## config.mk

```make
export PLATFORM = sky130hd
export DESIGN_NAME = vga_text_writer
export DESIGN_NICKNAME = d
export VERILOG_FILES = /design/src/rtl/vga_pkg.sv /design/src/rtl/vga_cell_sweep.sv /design/src/rtl/vga_text_writer.sv
export SDC_FILE = /design/constraint.sdc
export NUM_CORES = 1
export LEC_CHECK = 0
export CAP_MARGIN = 5
export CORE_UTILIZATION = 37
export DETAILED_ROUTE_END_ITERATION = 8
export PLACE_DENSITY = 0.68
export SLEW_MARGIN = 15
export SYNTH_ARGS = -nofsm -noshare
export SYNTH_HDL_FRONTEND = slang
export SYNTH_HIERARCHICAL = 1
export SYNTH_SLANG_ARGS = --single-unit
```

## constraint.sdc

```tcl
create_clock -name pclk -period 2.4 [get_ports pclk]
set_input_delay 0.72 -clock pclk [delete_from_list [all_inputs] [get_ports pclk]]
set_output_delay 0.72 -clock pclk [all_outputs]
set_load 0.005 [all_outputs]
```

## src/rtl/vga_pkg.sv

```systemverilog
// vga_pkg: shared state encoding, ASCII codes, default geometry and a
// modular row-add helper for the VGA text writer.
package vga_pkg;

   localparam int DEFAULT_COLS = 70;
   localparam int DEFAULT_ROWS = 30;

   localparam logic [1:0] ST_INIT  = 2'd0;
   localparam logic [1:0] ST_IDLE  = 2'd1;
   localparam logic [1:0] ST_CLEAR = 2'd2;

   localparam logic [7:0] ASCII_BS    = 8'h08;
   localparam logic [7:0] ASCII_LF    = 8'h0A;
   localparam logic [7:0] ASCII_CR    = 8'h0D;
   localparam logic [7:0] ASCII_SPACE = 8'h20;
   localparam logic [7:0] ASCII_TILDE = 8'h7E;

   // (a + b) mod n, valid when both operands are already below n.
   function automatic logic [4:0] row_add(input logic [4:0] a,
                                          input logic [4:0] b,
                                          input logic [5:0] n);
      logic [5:0] s;
      s = {1'b0, a} + {1'b0, b};
      if (s >= n) s = s - n;
      return s[4:0];
   endfunction

endpackage

```

## src/rtl/vga_cell_sweep.sv

```systemverilog
// vga_cell_sweep: column/row counter producing sweep addresses for the
// full-screen blank (row stepping on) and the single-row clear (row
// stepping off). Both modes leave the counter back at (0,0) when done.
module vga_cell_sweep
   import vga_pkg::*;
#(
   parameter int COLS = DEFAULT_COLS,
   parameter int ROWS = DEFAULT_ROWS
) (
   input  logic       pclk,
   input  logic       reset,
   input  logic       i_en,
   input  logic       i_row_step,
   output logic [6:0] o_col,
   output logic [4:0] o_row,
   output logic       o_last_col,
   output logic       o_last_row
);

   localparam logic [6:0] LAST_COL = 7'(COLS - 1);
   localparam logic [4:0] LAST_ROW = 5'(ROWS - 1);

   logic [6:0] r_col;
   logic [4:0] r_row;

   // Advance one cell per enabled cycle, wrapping column then row.
   always_ff @(posedge pclk or posedge reset) begin
      if (reset) begin
         r_col <= '0;
         r_row <= '0;
      end else if (i_en) begin
         // NOTE: non-blocking assignments keep every flop sampling pre-edge values, so order of statements cannot create races.
         if (o_last_col) begin
            r_col <= '0;
            if (i_row_step) r_row <= o_last_row ? '0 : r_row + 5'd1;
         end else begin
            r_col <= r_col + 7'd1;
         end
      end
   end

   assign o_col      = r_col;
   assign o_row      = r_row;
   assign o_last_col = (r_col == LAST_COL);
   assign o_last_row = (r_row == LAST_ROW);

endmodule

```

## src/rtl/vga_text_writer.sv

```systemverilog
// vga_text_writer: turns a byte stream into text-memory writes, tracks the
// cursor, handles BS/LF/CR and scrolls by rotating row_base and blanking the
// newly exposed bottom row.
// Build option: VGA_WRITER_INIT_CLEAR_EN -- blank all cells after reset
// before accepting characters.
module vga_text_writer
   import vga_pkg::*;
#(
   parameter int COLS = DEFAULT_COLS,
   parameter int ROWS = DEFAULT_ROWS
) (
   input  logic       pclk,
   input  logic       reset,
   input  logic       in_valid,
   input  logic [7:0] in_char,
   output logic       in_ready,
   output logic       vram_we,
   output logic [6:0] vram_x,
   output logic [4:0] vram_y,
   output logic [7:0] vram_wdata,
   output logic [4:0] row_base,
   output logic [6:0] cursor_x,
   output logic [4:0] cursor_y
);

`ifdef VGA_WRITER_INIT_CLEAR_EN
   localparam logic [1:0] RESET_STATE = ST_INIT;
`else
   localparam logic [1:0] RESET_STATE = ST_IDLE;
`endif

   localparam logic [6:0] LAST_COL = 7'(COLS - 1);
   localparam logic [4:0] LAST_ROW = 5'(ROWS - 1);
   localparam logic [5:0] NUM_ROWS = 6'(ROWS);

   logic [1:0] r_state;
   logic [6:0] r_cx;
   logic [4:0] r_cy;
   logic [4:0] r_base;
   logic       r_we;
   logic [6:0] r_x;
   logic [4:0] r_y;
   logic [7:0] r_wd;

   logic       w_accept;
   logic       w_printable;
   logic       w_wrap;
   logic       w_advance;
   logic       w_bottom;
   logic [4:0] w_phys_row;
   logic [4:0] w_clear_row;
   logic       w_sw_en;
   logic [6:0] w_sw_col;
   logic [4:0] w_sw_row;
   logic       w_sw_last_col;
   logic       w_sw_last_row;

   // Ready is a pure decode of IDLE, forced low while reset is held.
   assign in_ready    = (r_state == ST_IDLE) && !reset;
   assign w_accept    = in_valid && in_ready;
   assign w_printable = (in_char >= ASCII_SPACE) && (in_char <= ASCII_TILDE);
   assign w_wrap      = w_printable && (r_cx == LAST_COL);
   assign w_advance   = w_accept && (w_wrap || (in_char == ASCII_LF));
   assign w_bottom    = (r_cy == LAST_ROW);
   assign w_phys_row  = row_add(r_cy, r_base, NUM_ROWS);
   // Uses the already-incremented row_base, i.e. the row just scrolled in.
   assign w_clear_row = row_add(LAST_ROW, r_base, NUM_ROWS);
   assign w_sw_en     = (r_state == ST_INIT) || (r_state == ST_CLEAR);

   vga_cell_sweep #(
      .COLS (COLS),
      .ROWS (ROWS)
   ) u_sweep (
      .pclk       (pclk),
      .reset      (reset),
      .i_en       (w_sw_en),
      .i_row_step (r_state == ST_INIT),
      .o_col      (w_sw_col),
      .o_row      (w_sw_row),
      .o_last_col (w_sw_last_col),
      .o_last_row (w_sw_last_row)
   );

   // FSM, cursor, scroll base and registered write port.
   always_ff @(posedge pclk or posedge reset) begin
      if (reset) begin
         r_state <= RESET_STATE;
         r_cx    <= '0;
         r_cy    <= '0;
         r_base  <= '0;
         r_we    <= 1'b0;
         r_x     <= '0;
         r_y     <= '0;
         r_wd    <= '0;
      end else begin
         // NOTE: default the strobe low every cycle so it is a single-cycle pulse unless a branch re-asserts it.
         r_we <= 1'b0;
         case (r_state)
            ST_INIT: begin
               r_we <= 1'b1;
               r_x  <= w_sw_col;
               r_y  <= w_sw_row;
               r_wd <= ASCII_SPACE;
               if (w_sw_last_col && w_sw_last_row) r_state <= ST_IDLE;
            end
            ST_CLEAR: begin
               r_we <= 1'b1;
               r_x  <= w_sw_col;
               r_y  <= w_clear_row;
               r_wd <= ASCII_SPACE;
               if (w_sw_last_col) r_state <= ST_IDLE;
            end
            ST_IDLE: begin
               if (w_accept) begin
                  if (w_printable) begin
                     r_we <= 1'b1;
                     r_x  <= r_cx;
                     r_y  <= w_phys_row;
                     r_wd <= in_char;
                     r_cx <= w_wrap ? '0 : r_cx + 7'd1;
                  end else if ((in_char == ASCII_LF) || (in_char == ASCII_CR)) begin
                     r_cx <= '0;
                  end else if ((in_char == ASCII_BS) && (r_cx != '0)) begin
                     r_cx <= r_cx - 7'd1;
                     r_we <= 1'b1;
                     r_x  <= r_cx - 7'd1;
                     r_y  <= w_phys_row;
                     r_wd <= ASCII_SPACE;
                  end
               end
            end
            default: r_state <= ST_IDLE;
         endcase

         // Row advance: scroll at the bottom, otherwise move down one row.
         if (w_advance) begin
            if (w_bottom) begin
               r_base  <= row_add(r_base, 5'd1, NUM_ROWS);
               r_state <= ST_CLEAR;
            end else begin
               r_cy <= r_cy + 5'd1;
            end
         end
      end
   end

   assign vram_we    = r_we;
   assign vram_x     = r_x;
   assign vram_y     = r_y;
   assign vram_wdata = r_wd;
   assign row_base   = r_base;
   assign cursor_x   = r_cx;
   assign cursor_y   = r_cy;

endmodule

```

Word level (Yosys, flattened, before mapping) --
Cells that the tools add are included.
Word-level totals: memory bits (writable) 0, input port bits 11, memories kept 0, register bits after elaboration 52, word-level logic and storage cells 95, latch bits 0, output and inout port bits 39, bits in read-only memories 0
Operators by class: magnitude comparators 5, divide/modulo/power cells 0, multipliers 0, equality and inequality tests 12, reductions and logical operators 23, mux-type cells 33, bitwise operators 1, $add $sub $neg 11, shift operators 0
Operator list (number):
- 7-bit two-way mux | 8
- 5-bit two-way mux | 8
- 8-bit two-way mux | 4
- 8-bit by 4-bit == test with 1-bit output, second input constant | 3
- 6-bit by 5-bit greater-or-equal comparator with 1-bit output, second input constant | 3
- 8-bit one-hot mux with 2 select lines | 1
- 5-bit one-hot mux with 3 select lines | 1
- 5-bit subtractor, second input constant | 3
- 7-bit by 1-bit adder with 7-bit output, second input constant | 2
- 7-bit == test, second input constant | 2
- 7-bit one-hot mux with 2 select lines | 1
- 5-bit by 1-bit adder with 5-bit output, second input constant | 2
- 5-bit == test, second input constant | 2
- 8-bit by 6-bit greater-or-equal comparator with 1-bit output, second input constant | 1
- 8-bit by 7-bit less-or-equal comparator with 1-bit output, second input constant | 1
- 2-bit two-way mux | 4
- 4-bit AND reduction | 2
- 1-bit logical AND | 7
- 7-bit nonzero test | 1
- 7-bit by 1-bit subtractor with 7-bit output, second input constant | 1
- 5-bit by 1-bit adder with 6-bit output, second input constant | 1
- 5-bit by 5-bit adder with 6-bit output | 1
- 5-bit by 5-bit adder with 6-bit output, first input constant | 1
- 2-bit one-hot mux with 3 select lines | 1
- 16 further kinds | 24

Longest topological paths before layout --
Gate-level depths: netlist of run 1.
depth in word-level cells 8, gate-level depth with buffers 10, gate-level depth less buffers 9

Modules after synthesis --
Netlist of run 1, hierarchy kept.
Modules (own cells, without submodules):
- vga_text_writer | instances 1, sequential area each 1002.2 um^2, cells an instance 338, area an instance 3088.0 um^2
- vga_cell_sweep | instances 1, sequential area each 300.3 um^2, cells an instance 66, area an instance 650.6 um^2

Least setup slack after synthesis of run 1 --
Ideal clock, no wire load.
kind register to register, start point reg r_base[0], in the netlist row_base[0], end point reg r_y[2], in the netlist vram_y[2], clock period less this slack 2543 ps, cell stages (with the launch flop) 8, required time 2269 ps, arrival 2412 ps, buffers on the path 0, setup slack -143 ps, setup time 131 ps, cells stage by stage dfrtp_1 ha_1 fa_1 xor2_2 ha_1 or4_1 a31oi_1 o31ai_1
On the way: longest elaborated chain between the ends 8, elaborated cells on any way between the ends 13, classes of those cells add/sub: 4; order compare: 2; mux: 7
RTL lines:
- from (decl) | line vga_text_writer.sv:39 | logic [4:0] r_base;
- from (signal assigned) | line vga_text_writer.sv:138 | r_base <= row_add(r_base, 5'd1, NUM_ROWS);
- 5-bit by 5-bit adder with 6-bit output | line vga_pkg.sv:23 | s = {1'b0, a} + {1'b0, b};
- 5-bit subtractor or 6-bit by 5-bit greater-or-equal comparator with 1-bit output (tied branches) | line vga_pkg.sv:24 | if (s >= n) s = s - n;
- 5-bit two-way mux | line vga_pkg.sv:24
- 5-bit two-way mux | line vga_text_writer.sv:123 | end else if ((in_char == ASCII_BS) && (r_cx != '0)) begin
- 5-bit two-way mux | line vga_text_writer.sv:121 | end else if ((in_char == ASCII_LF) || (in_char == ASCII_CR)) begin
- 5-bit two-way mux | line vga_text_writer.sv:115 | if (w_printable) begin
- 5-bit two-way mux | line vga_text_writer.sv:114 | if (w_accept) begin
- 5-bit one-hot mux with 3 select lines * | line vga_text_writer.sv:98 | case (r_state)
- to (signal assigned) | line vga_text_writer.sv:102 | r_y <= w_sw_row;
- to (signal assigned) | line vga_text_writer.sv:118 | r_y <= w_phys_row;
- to (signal assigned) | line vga_text_writer.sv:127 | r_y <= w_phys_row;
- to (decl) | line vga_text_writer.sv:42 | logic [4:0] r_y;
Mark *: on every way between the ends. The rest lies on a longest branch, timed or not. The select of a mux whose other input is x is not followed. A chain may end at the register's enable or synchronous reset.

Worst setup path after layout of run 1 --
Ends and elaborated chain as after synthesis.

==> results.rst, run 1 <==
.. list-table::
   :header-rows: 1

   * - Metric
     - Value
   * - Wire length per cell
     - 14.7 um
   * - Vias in the first global route
     - 3268
   * - Slowest cell on crit path
     - sky130_fd_sc_hd__or4_4
   * - Unrepaired setup endpoints after global routing
     - yes
   * - Highest cell delay on the worst timing path
     - 0.53 ns
   * - DRC violation count after routing
     - 0
   * - Post-synth top area cell
     - sky130_fd_sc_hd__dfrtp_1
   * - Fin crit share
     - approximately 99%
   * - Total die area
     - 10500 um2
   * - Buffers and inverters on the worst path
     - 0
   * - Vias per inst
     - 5.24
   * - Total grt overflow
     - 0
   * - Routed wire length
     - about 9.1 mm
   * - Worst setup slack before clock tree synthesis
     - -0.303 ns
   * - Pin count of the biggest net entering global routing
     - 20
   * - Netlist area before placement
     - 3740 um2
   * - Detailed placement HPWL
     - 7.04 mm
   * - Port-buffer cells
     - 49
   * - Setup ws final
     - approximately 0.021 ns
   * - Number of buffers created by CTS
     - 5
   * - Nets
     - 523
   * - Power density relative to cell area
     - 513 nW/um2
   * - Commonest cells in the netlist
     - sky130_fd_sc_hd__dfrtp_1, sky130_fd_sc_hd__nand2_1, sky130_fd_sc_hd__nor2_1
   * - Clock insertion delay at the later pin of the skew report
     - 0.31 ns
   * - Result of the run
     - finished, final reports clean
   * - Met1 Wirelength
     - 4.45 mm
   * - Type of origin of the critical path
     - register
   * - Startpoint-to-endpoint class of the critical path
     - register to register
   * - Antenna violations before repair
     - 0
   * - Max-cap violations
     - 0
   * - Gate count after technology mapping
     - 404
   * - Width of the chip
     - a little over 100 um
   * - Chip height
     - roughly 100 um
   * - Global placement routability congestion
     - 0.886
   * - Drt initial violations
     - approximately 150
   * - Number of endpoints with negative hold slack in the final report
     - 0
   * - Finish-stage setup viols
     - 0
   * - HP Class
     - input port to async pin
   * - Boundary pin count
     - 50
   * - Clk sinks
     - 52
   * - List of cells traversed by the critical path
     - ha_4 > fa_2 > xor2_2 > ha_1 > or4_4 > a31oi_4 > o31ai_1
   * - Synth Flop Type
     - sky130_fd_sc_hd__dfrtp_1
   * - Most frequent cell after synthesis
     - sky130_fd_sc_hd__dfrtp_1
   * - Post-layout minimum cycle time
     - 2.38 ns
   * - GRT Resource Usage Total
     - 18.3%
   * - Yosys cell types
     - 81
   * - Top routing layer in use
     - met4
   * - Area share of the largest cell type after synthesis
     - between 30 and 40%
   * - Initial Util
     - 38.2%
   * - Final-report max-slew violation count
     - 0
   * - Area contributors post-synth
     - sky130_fd_sc_hd__dfrtp_1, sky130_fd_sc_hd__ha_1, sky130_fd_sc_hd__nand2_1
   * - H-tree depth
     - 2
   * - Top cell family by delay on the critical path
     - adder cells
   * - Via count of the routed design
     - 3257
   * - Number of warnings issued by yosys
     - 6
   * - Endpoint type of the worst setup path
     - register
   * - Transition time at the pin with the least slew margin
     - about 0.49 ns
   * - EDFF count, synth
     - 0
   * - TritonCTS clock tree
     - built
   * - Hold Slack
     - a little under 0.5 ns
   * - Net count after synthesis
     - 440
   * - LEAKAGE
     - 0.00210 uW
   * - Largest driver fanout on the critical path
     - 2
   * - Proportion of synthesized flip-flops having asynchronous set or reset
     - 100%
   * - Sequential-to-total area share from yosys stat
     - 34.8%
   * - Relative max-transition margin
     - 67.4%
   * - Cell row count
     - 36
   * - Required time reported for the critical path endpoint
     - 2.59 ns
   * - Share of layout cells above drive strength 1
     - 18.9%
   * - Layout-stage area growth over the synthesis result
     - 27.6%
   * - First-pass iteration count of the detailed router
     - 4
   * - Metal3 WL
     - 278 um
   * - Number of buffers added to fix hold violations after cts
     - 0
   * - Count of inserted antenna diode cells
     - 0
   * - Wire length on met2
     - 4.32 mm
   * - Bufs on Longest Clock Path
     - 2
   * - Wire length of the first global-routing pass
     - 15.4 mm
   * - Core footprint
     - between 9000 and 10000 um2
   * - Final antenna-violating net count
     - 0
   * - Achievable clock frequency
     - approximately 0.42 GHz
   * - Largest voltage drop on the vdd net
     - 0.000245 V
   * - Post-synthesis area per instance
     - 9.25 um2
   * - Clock Pin Slew Worst Setup and Hold Paths
     - ~0.10 ns
   * - Critical Path AT
     - approximately 2.6 ns
   * - Clock skew after layout
     - around 0.0084 ns
   * - Clock Root Buffer
     - sky130_fd_sc_hd__clkbuf_8
   * - Count of state elements after synthesis
     - 52
[flip-flops by register name, summed over array words and instances, names as in the netlist]
| signal | count |
|---|---|
| row_base | 5 |
| vram_x | 7 |
| vram_wdata | 8 |
| cursor_x | 7 |
| vram_y | 5 |
| u_sweep/o_col | 7 |
| u_sweep/o_row | 5 |
| vram_we | 1 |
| r_state | 2 |
| cursor_y | 5 |
[layer usage]
metal / vias up / global-route usage (%)
li1: 1633 / -
met1: 1550 / 25.2
met2: 66 / 31.1
met3: 8 / 1.90
met4: 0 / 4.18
met5: - / 0
[layout make-up]
| cell class | count | area, um2 |
|---|---|---|
| fill | 925 | 5000 |
| multi-input combinational | 317 | 2330 |
| sequential | 52 | 1300 |
| timing repair buffer | 93 | 818 |
| tap | 133 | 166 |
| clock buffer | 6 | 72.6 |
| inverter | 18 | 67.6 |
| clock inverter | 2 | 16.3 |
[metrics by stage]
stage | instances | cell area, um2 | setup TNS (ns) | power, uW | util [%]
after global placement | 613 | 4650 | -4.99 | 1950 | 47.6
after global routing | 621 | 4770 | -0.101 | 2610 | 48.8
final | 621 | 4770 | 0 | 2450 | 48.8
after detailed placement | 613 | 4650 | -5.84 | 1960 | 47.6
after CTS | 621 | 4740 | 0 | 2480 | 48.5
after floorplan | 404 | 3750 | 0 | 1550 | -
[cell families (layout without fill, tap and decap cells)]
| kind of cell | after synthesis | after routing | share of synthesized area (%) |
|---|---|---|---|
| AOI/OAI and AO/OA | 121 | 121 | 23.7 |
| xor gates and xnor gates | 24 | 24 | 5.82 |
| adders and majority gates | 25 | 25 | 8.57 |
| buffers and inverters | 35 | 119 | 4.15 |
| DFF | 52 | 52 | 34.8 |
| muxes | 14 | 14 | 4.02 |
| and+or+nand+nor | 133 | 133 | 18.9 |
[cells in the final DEF, fill, tap and decap left out, types with 3 or more instances in the layout]
master and count:
sky130_fd_sc_hd__dfrtp_1 50, sky130_fd_sc_hd__clkdlybuf4s50_1 47, sky130_fd_sc_hd__buf_4 44, sky130_fd_sc_hd__nand2_1 41, sky130_fd_sc_hd__nor2_1 27, sky130_fd_sc_hd__o21ai_0 23
sky130_fd_sc_hd__ha_1 23, sky130_fd_sc_hd__a21oi_1 21, sky130_fd_sc_hd__inv_1 16, sky130_fd_sc_hd__xnor2_1 12, sky130_fd_sc_hd__o31ai_1 12, sky130_fd_sc_hd__xor2_1 11
sky130_fd_sc_hd__nand3_1 9, sky130_fd_sc_hd__mux2i_1 9, sky130_fd_sc_hd__nand2b_1 7, sky130_fd_sc_hd__o21ai_1 7, sky130_fd_sc_hd__nand4_1 6, sky130_fd_sc_hd__nor3_1 6
sky130_fd_sc_hd__and2_1 5, sky130_fd_sc_hd__o22ai_1 5, sky130_fd_sc_hd__a22o_1 5, sky130_fd_sc_hd__clkbuf_8 5, sky130_fd_sc_hd__and3_1 4, sky130_fd_sc_hd__a31oi_1 4
sky130_fd_sc_hd__a21o_1 4, sky130_fd_sc_hd__a22oi_1 4, sky130_fd_sc_hd__a211oi_1 3, sky130_fd_sc_hd__mux2_2 3, sky130_fd_sc_hd__a21boi_0 3, sky130_fd_sc_hd__nor4_1 3
[power breakdown]
part | internal [uW] | total [uW] | switching (uW)
logic | 443 | 774 | 331
registers | 997 | 1160 | 166
clock network | 208 | 511 | 302
[what timing repair did]
action | 4_1_cts | 5_1_grt
endpoints found under the setup margin | 2 | 9
gates cloned | 0 | 0
resized for setup | 2 | 5
pin swaps | 6 | 6
setup buffers | 0 | 0
[final timing paths]
check | to | slack [ns] | cells after the start | startpoint
worst max-delay path | vram_y[2]$_DFFE_PP0P_ | 0.02 | 7 | row_base[0]$_DFFE_PP0P_
worst min-delay path | r_state[1]$_DFF_PP0_ | 0.48 | 2 | reset
worst max register to register | vram_y[2]$_DFFE_PP0P_ | 0.02 | 7 | row_base[0]$_DFFE_PP0P_
worst min register to register | vram_x[4]$_DFFE_PP0P_ | 0.50 | 2 | vram_x[4]$_DFFE_PP0P_
max in group asynchronous | cursor_x[4]$_DFFE_PP0P_ | 1.43 | 3 | reset
min in group pclk | vram_x[4]$_DFFE_PP0P_ | 0.50 | 2 | vram_x[4]$_DFFE_PP0P_
[worst register-to-register path: cells and delay by family (launching register included)]
family / cells / cell delay, ns
AO/OA/AOI/OAI: 2 / 0.26
XOR/XNOR: 1 / 0.20
adder cells (fa/ha/maj): 3 / 0.83
flip-flops: 1 / 0.44
AND/OR/NAND/NOR: 1 / 0.53
Note: power is estimated with default switching activity, not from simulation.
==> run 2: changes to the inputs <==
--- a/config.mk
+++ b/config.mk
@@ -7,10 +7,13 @@
 export LEC_CHECK = 0
 export CAP_MARGIN = 5
 export CORE_UTILIZATION = 37
+export CTS_BUF_LIST = sky130_fd_sc_hd__clkbuf_2 sky130_fd_sc_hd__clkbuf_4 sky130_fd_sc_hd__clkbuf_8
 export DETAILED_ROUTE_END_ITERATION = 8
+export GPL_TIMING_DRIVEN = 0
 export PLACE_DENSITY = 0.68
 export SLEW_MARGIN = 15
 export SYNTH_ARGS = -nofsm -noshare
 export SYNTH_HDL_FRONTEND = slang
 export SYNTH_HIERARCHICAL = 1
 export SYNTH_SLANG_ARGS = --single-unit
+export TNS_END_PERCENT = 10
==> results.rst, run 2 (synthesized netlist as in run 1, its figures left out) <==
.. list-table::
   :header-rows: 1

   * - Metric
     - Value
   * - Global placement routability congestion
     - 0.883 (-0.30%)
   * - Critical Path AT
     - 2.72 ns (+0.15 ns)
   * - Number of flip-flops under the largest register name
     - 8 (unchanged)
   * - Post-layout minimum cycle time
     - 2.53 ns (+0.151 ns)
   * - LEAKAGE
     - 0.00202 uW (-3.7%)
   * - Sequential fraction of design power
     - 42.3% (-5.2 points)
   * - Power density relative to cell area
     - 551 nW/um2 (+7.5%)
   * - Violated checks
     - negative setup slack
   * - Source of the worst register-to-register timing path
     - row_base[0]$_DFFE_PP0P_
   * - Total die area
     - 10500 um2 (unchanged)
   * - Total grt overflow
     - 0 (unchanged)
   * - Bufs on Longest Clock Path
     - 2 (unchanged)
   * - Fill cell total of the finished layout
     - 922 (-0.32%)
   * - Worst setup slack before clock tree synthesis
     - -0.333 ns (-0.0293 ns)
   * - Port-buffer cells
     - 49 (unchanged)
   * - Portion of total power attributed to combinational logic
     - 32.9% (+1.3 points)
   * - Unrepaired setup endpoints after global routing
     - yes
   * - Chip height
     - 103 um (unchanged)
   * - Hold Slack
     - 0.494 ns (+0.00968 ns)
   * - GRT Resource Usage Total
     - 18.1% (-0.26 points)
   * - Number of buffers created by CTS
     - 5 (unchanged)
   * - Placed cell count
     - 587 (-4.2%)
   * - Multi-input gate area in the final layout
     - 2360 um2 (+1.4%)
   * - Count of inserted antenna diode cells
     - 0 (unchanged)
   * - Clock Power Share
     - 24.8% (+3.9 points)
   * - Routed wire length
     - 9.07 mm (-0.79%)
   * - Type of origin of the critical path
     - register
   * - Post-route non-filler standard cell count
     - 603 (-2.9%)
   * - Nets
     - 505 (-3.4%)
   * - Combined flip-flop and latch cell area
     - 1310 um2 (+0.19%)
   * - Endpoint type of the worst setup path
     - register
   * - Setup ws final
     - -0.130 ns (-0.151 ns)
   * - Width of the chip
     - 103 um (unchanged)
   * - Cell area after layout
     - 4690 um2 (-1.8%)
   * - Clk sinks
     - 52 (unchanged)
   * - Critical Path Source
     - row_base[0]$_DFFE_PP0P_
   * - Pin count of the biggest net entering global routing
     - 23 (+15%)
   * - Max-cap violations
     - 0 (unchanged)
   * - Achievable clock frequency
     - 0.395 GHz (-6.0%)
   * - Most common library cell in the layout ignoring fill and taps
     - sky130_fd_sc_hd__dfrtp_1
   * - Vias per inst
     - 5.43 (+3.6%)
   * - Core footprint
     - 9770 um2 (unchanged)
   * - Transition time at the pin with the least slew margin
     - 0.610 ns (+0.121 ns)
   * - Final setup TNS
     - -0.130 ns (-0.130 ns)
   * - Cell row count
     - 36 (unchanged)
   * - DP Area
     - 4440 um2 (-4.6%)
   * - Clock skew after layout
     - 0.0170 ns (+0.00860 ns)
   * - Clock insertion delay at the later pin of the skew report
     - 0.32 ns (about the same)
   * - Finish-stage setup viols
     - 1 (+1)
   * - Detailed placement HPWL
     - 6.66 mm (-5.4%)
   * - H-tree depth
     - 2 (unchanged)
   * - Final antenna-violating net count
     - 0 (unchanged)
   * - Number of buffers added to fix hold violations after cts
     - 0 (unchanged)
   * - Startpoint-to-endpoint class of the critical path
     - register to register
   * - Psw
     - 824 uW (+3.0%)
   * - Relative max-transition margin
     - 59.4% (-8.0 points)
   * - DRC violation count after routing
     - 0 (unchanged)
   * - Share of layout cells above drive strength 1
     - 16.4% (-2.5 points)
   * - Largest driver fanout on the critical path
     - 2 (unchanged)
   * - Switching power as a share of total power
     - 31.9% (-0.77 points)
   * - Number of endpoints with negative hold slack in the final report
     - 0 (unchanged)
   * - Final-report max-slew violation count
     - 0 (unchanged)
   * - Largest voltage drop on the vdd net
     - 0.000259 V (+5.7%)
   * - Worst hold start
     - vram_wdata[7]$_DFFE_PP0P_
   * - Layout-stage area growth over the synthesis result
     - 25.3%
   * - First-pass iteration count of the detailed router
     - 5 (+1)
   * - Antenna violations before repair
     - 0 (unchanged)
   * - Internal power
     - 1760 uW (+6.8%)
   * - Drt initial violations
     - 192 (+25%)
   * - Vias in the first global route
     - 3064 (-6.2%)
   * - Boundary pin count
     - 50 (unchanged)
   * - Wire length per cell
     - 15.0 um (+2.2%)
   * - Required time reported for the critical path endpoint
     - 2.59 ns (about the same)
   * - Fin crit share
     - 105% (+6.3 points)
   * - TritonCTS clock tree
     - built
   * - Wire length of the first global-routing pass
     - 15.1 mm (-2.2%)
   * - Result of the run
     - complete, but fails checks
   * - Via count of the routed design
     - 3276 (+0.58%)
   * - HP Class
     - register to register
   * - Most used cells in the layout excluding fill and tap cells
     - sky130_fd_sc_hd__dfrtp_1, sky130_fd_sc_hd__clkdlybuf4s50_1, sky130_fd_sc_hd__nand2_1, sky130_fd_sc_hd__nor2_1
   * - Clock Root Buffer
     - sky130_fd_sc_hd__clkbuf_8
   * - Clock Pin Slew Worst Setup and Hold Paths
     - 0.10 ns (about the same)
   * - Initial Util
     - 38.2% (unchanged)
-- run 2: cell count changes in the layout (fill, tap and decap cells not counted), sizes merged --
| cell | delta |
|---|---|
| dlymetal6s2s | +2 |
| clkbuf | +4 |
| clkdlybuf4s50 | -2 |
| buf | -23 |
| bufinv | +1 |
| inv | +1 |
| clkinv | -1 |
-- run 2: timing repair --
item | 4_1_cts | 5_1_grt
gates resized for setup | 8 | 13
setup buffers | 3 | 5
pin swaps | 0 | 16
gates cloned | 0 | 0
endpoints found under the setup margin | 4 | 25
-- run 2: per-stage QoR --
step	util [%]	power (uW)
CTS	47.1	2610
finish	47.9	2580
detailed placement	45.4	1950
global placement	45.1	1930
floorplan	-	1550
global route	47.9	2750
-- run 2: power groups by stage --
stage | registers, uW | logic, uW | clock network, uW
CTS | 1100 | 847 | 669
floorplan | 1110 | 443 | 0
finish | 1090 | 850 | 641
global placement | 1110 | 821 | 0
global route | 1110 | 946 | 686
detailed placement | 1110 | 839 | 0
-- run 2: area by class of cell --
| cell class | instances | share of cell area (%) |
|---|---|---|
| sequential | 52 | 27.9 |
| multi-input combinational | 317 | 50.4 |
| tap | 133 | 3.55 |
| buffer | 17 | 1.92 |
| inverter | 18 | 1.44 |
| clock buffer | 5 | 1.47 |
| clock inverter | 3 | 0.988 |
| timing repair buffer | 58 | 12.4 |
-- run 2: worst paths after layout --
check | to | slack, ns | cells after the start
worst max-delay path | vram_y[2]$_DFFE_PP0P_ | -0.13 | 8
worst min-delay path | vram_wdata[7]$_DFFE_PP0P_ | 0.49 | 1
worst max register to register | vram_y[2]$_DFFE_PP0P_ | -0.13 | 8
worst min register to register | vram_wdata[7]$_DFFE_PP0P_ | 0.49 | 1
max in group asynchronous | row_base[1]$_DFFE_PP0P_ | 1.29 | 3
min in group asynchronous | cursor_x[4]$_DFFE_PP0P_ | 0.60 | 2
-- run 2: critical path, cell delays in order (launching register included) --
cell and delay, ns:
sky130_fd_sc_hd__dfrtp_2 0.44, sky130_fd_sc_hd__ha_4 0.17, sky130_fd_sc_hd__fa_2 0.44, sky130_fd_sc_hd__a21o_1 0.20
sky130_fd_sc_hd__a21oi_2 0.18, sky130_fd_sc_hd__xor2_1 0.11, sky130_fd_sc_hd__or4_1 0.53, sky130_fd_sc_hd__a31oi_2 0.25
sky130_fd_sc_hd__o31ai_1 0.10
-- run 2: per-layer routing --
metal	vias to the layer above	track usage, %	routed length (um)
met5	-	0	0
met2	103	28.6	4180
li1	1602	-	-
met3	7	2.64	468
met1	1564	26.2	4350
met4	0	3.85	74
==> run 3: changes to the inputs <==
--- a/config.mk
+++ b/config.mk
@@ -8,6 +8,7 @@
 export CAP_MARGIN = 5
 export CORE_UTILIZATION = 37
 export CTS_BUF_LIST = sky130_fd_sc_hd__clkbuf_2 sky130_fd_sc_hd__clkbuf_4 sky130_fd_sc_hd__clkbuf_8
+export CTS_CLUSTER_DIAMETER = 150
 export DETAILED_ROUTE_END_ITERATION = 8
 export GPL_TIMING_DRIVEN = 0
 export PLACE_DENSITY = 0.68
==> results of run 3 <==
Final layout, timing and power as in run 2 (identical DEF).
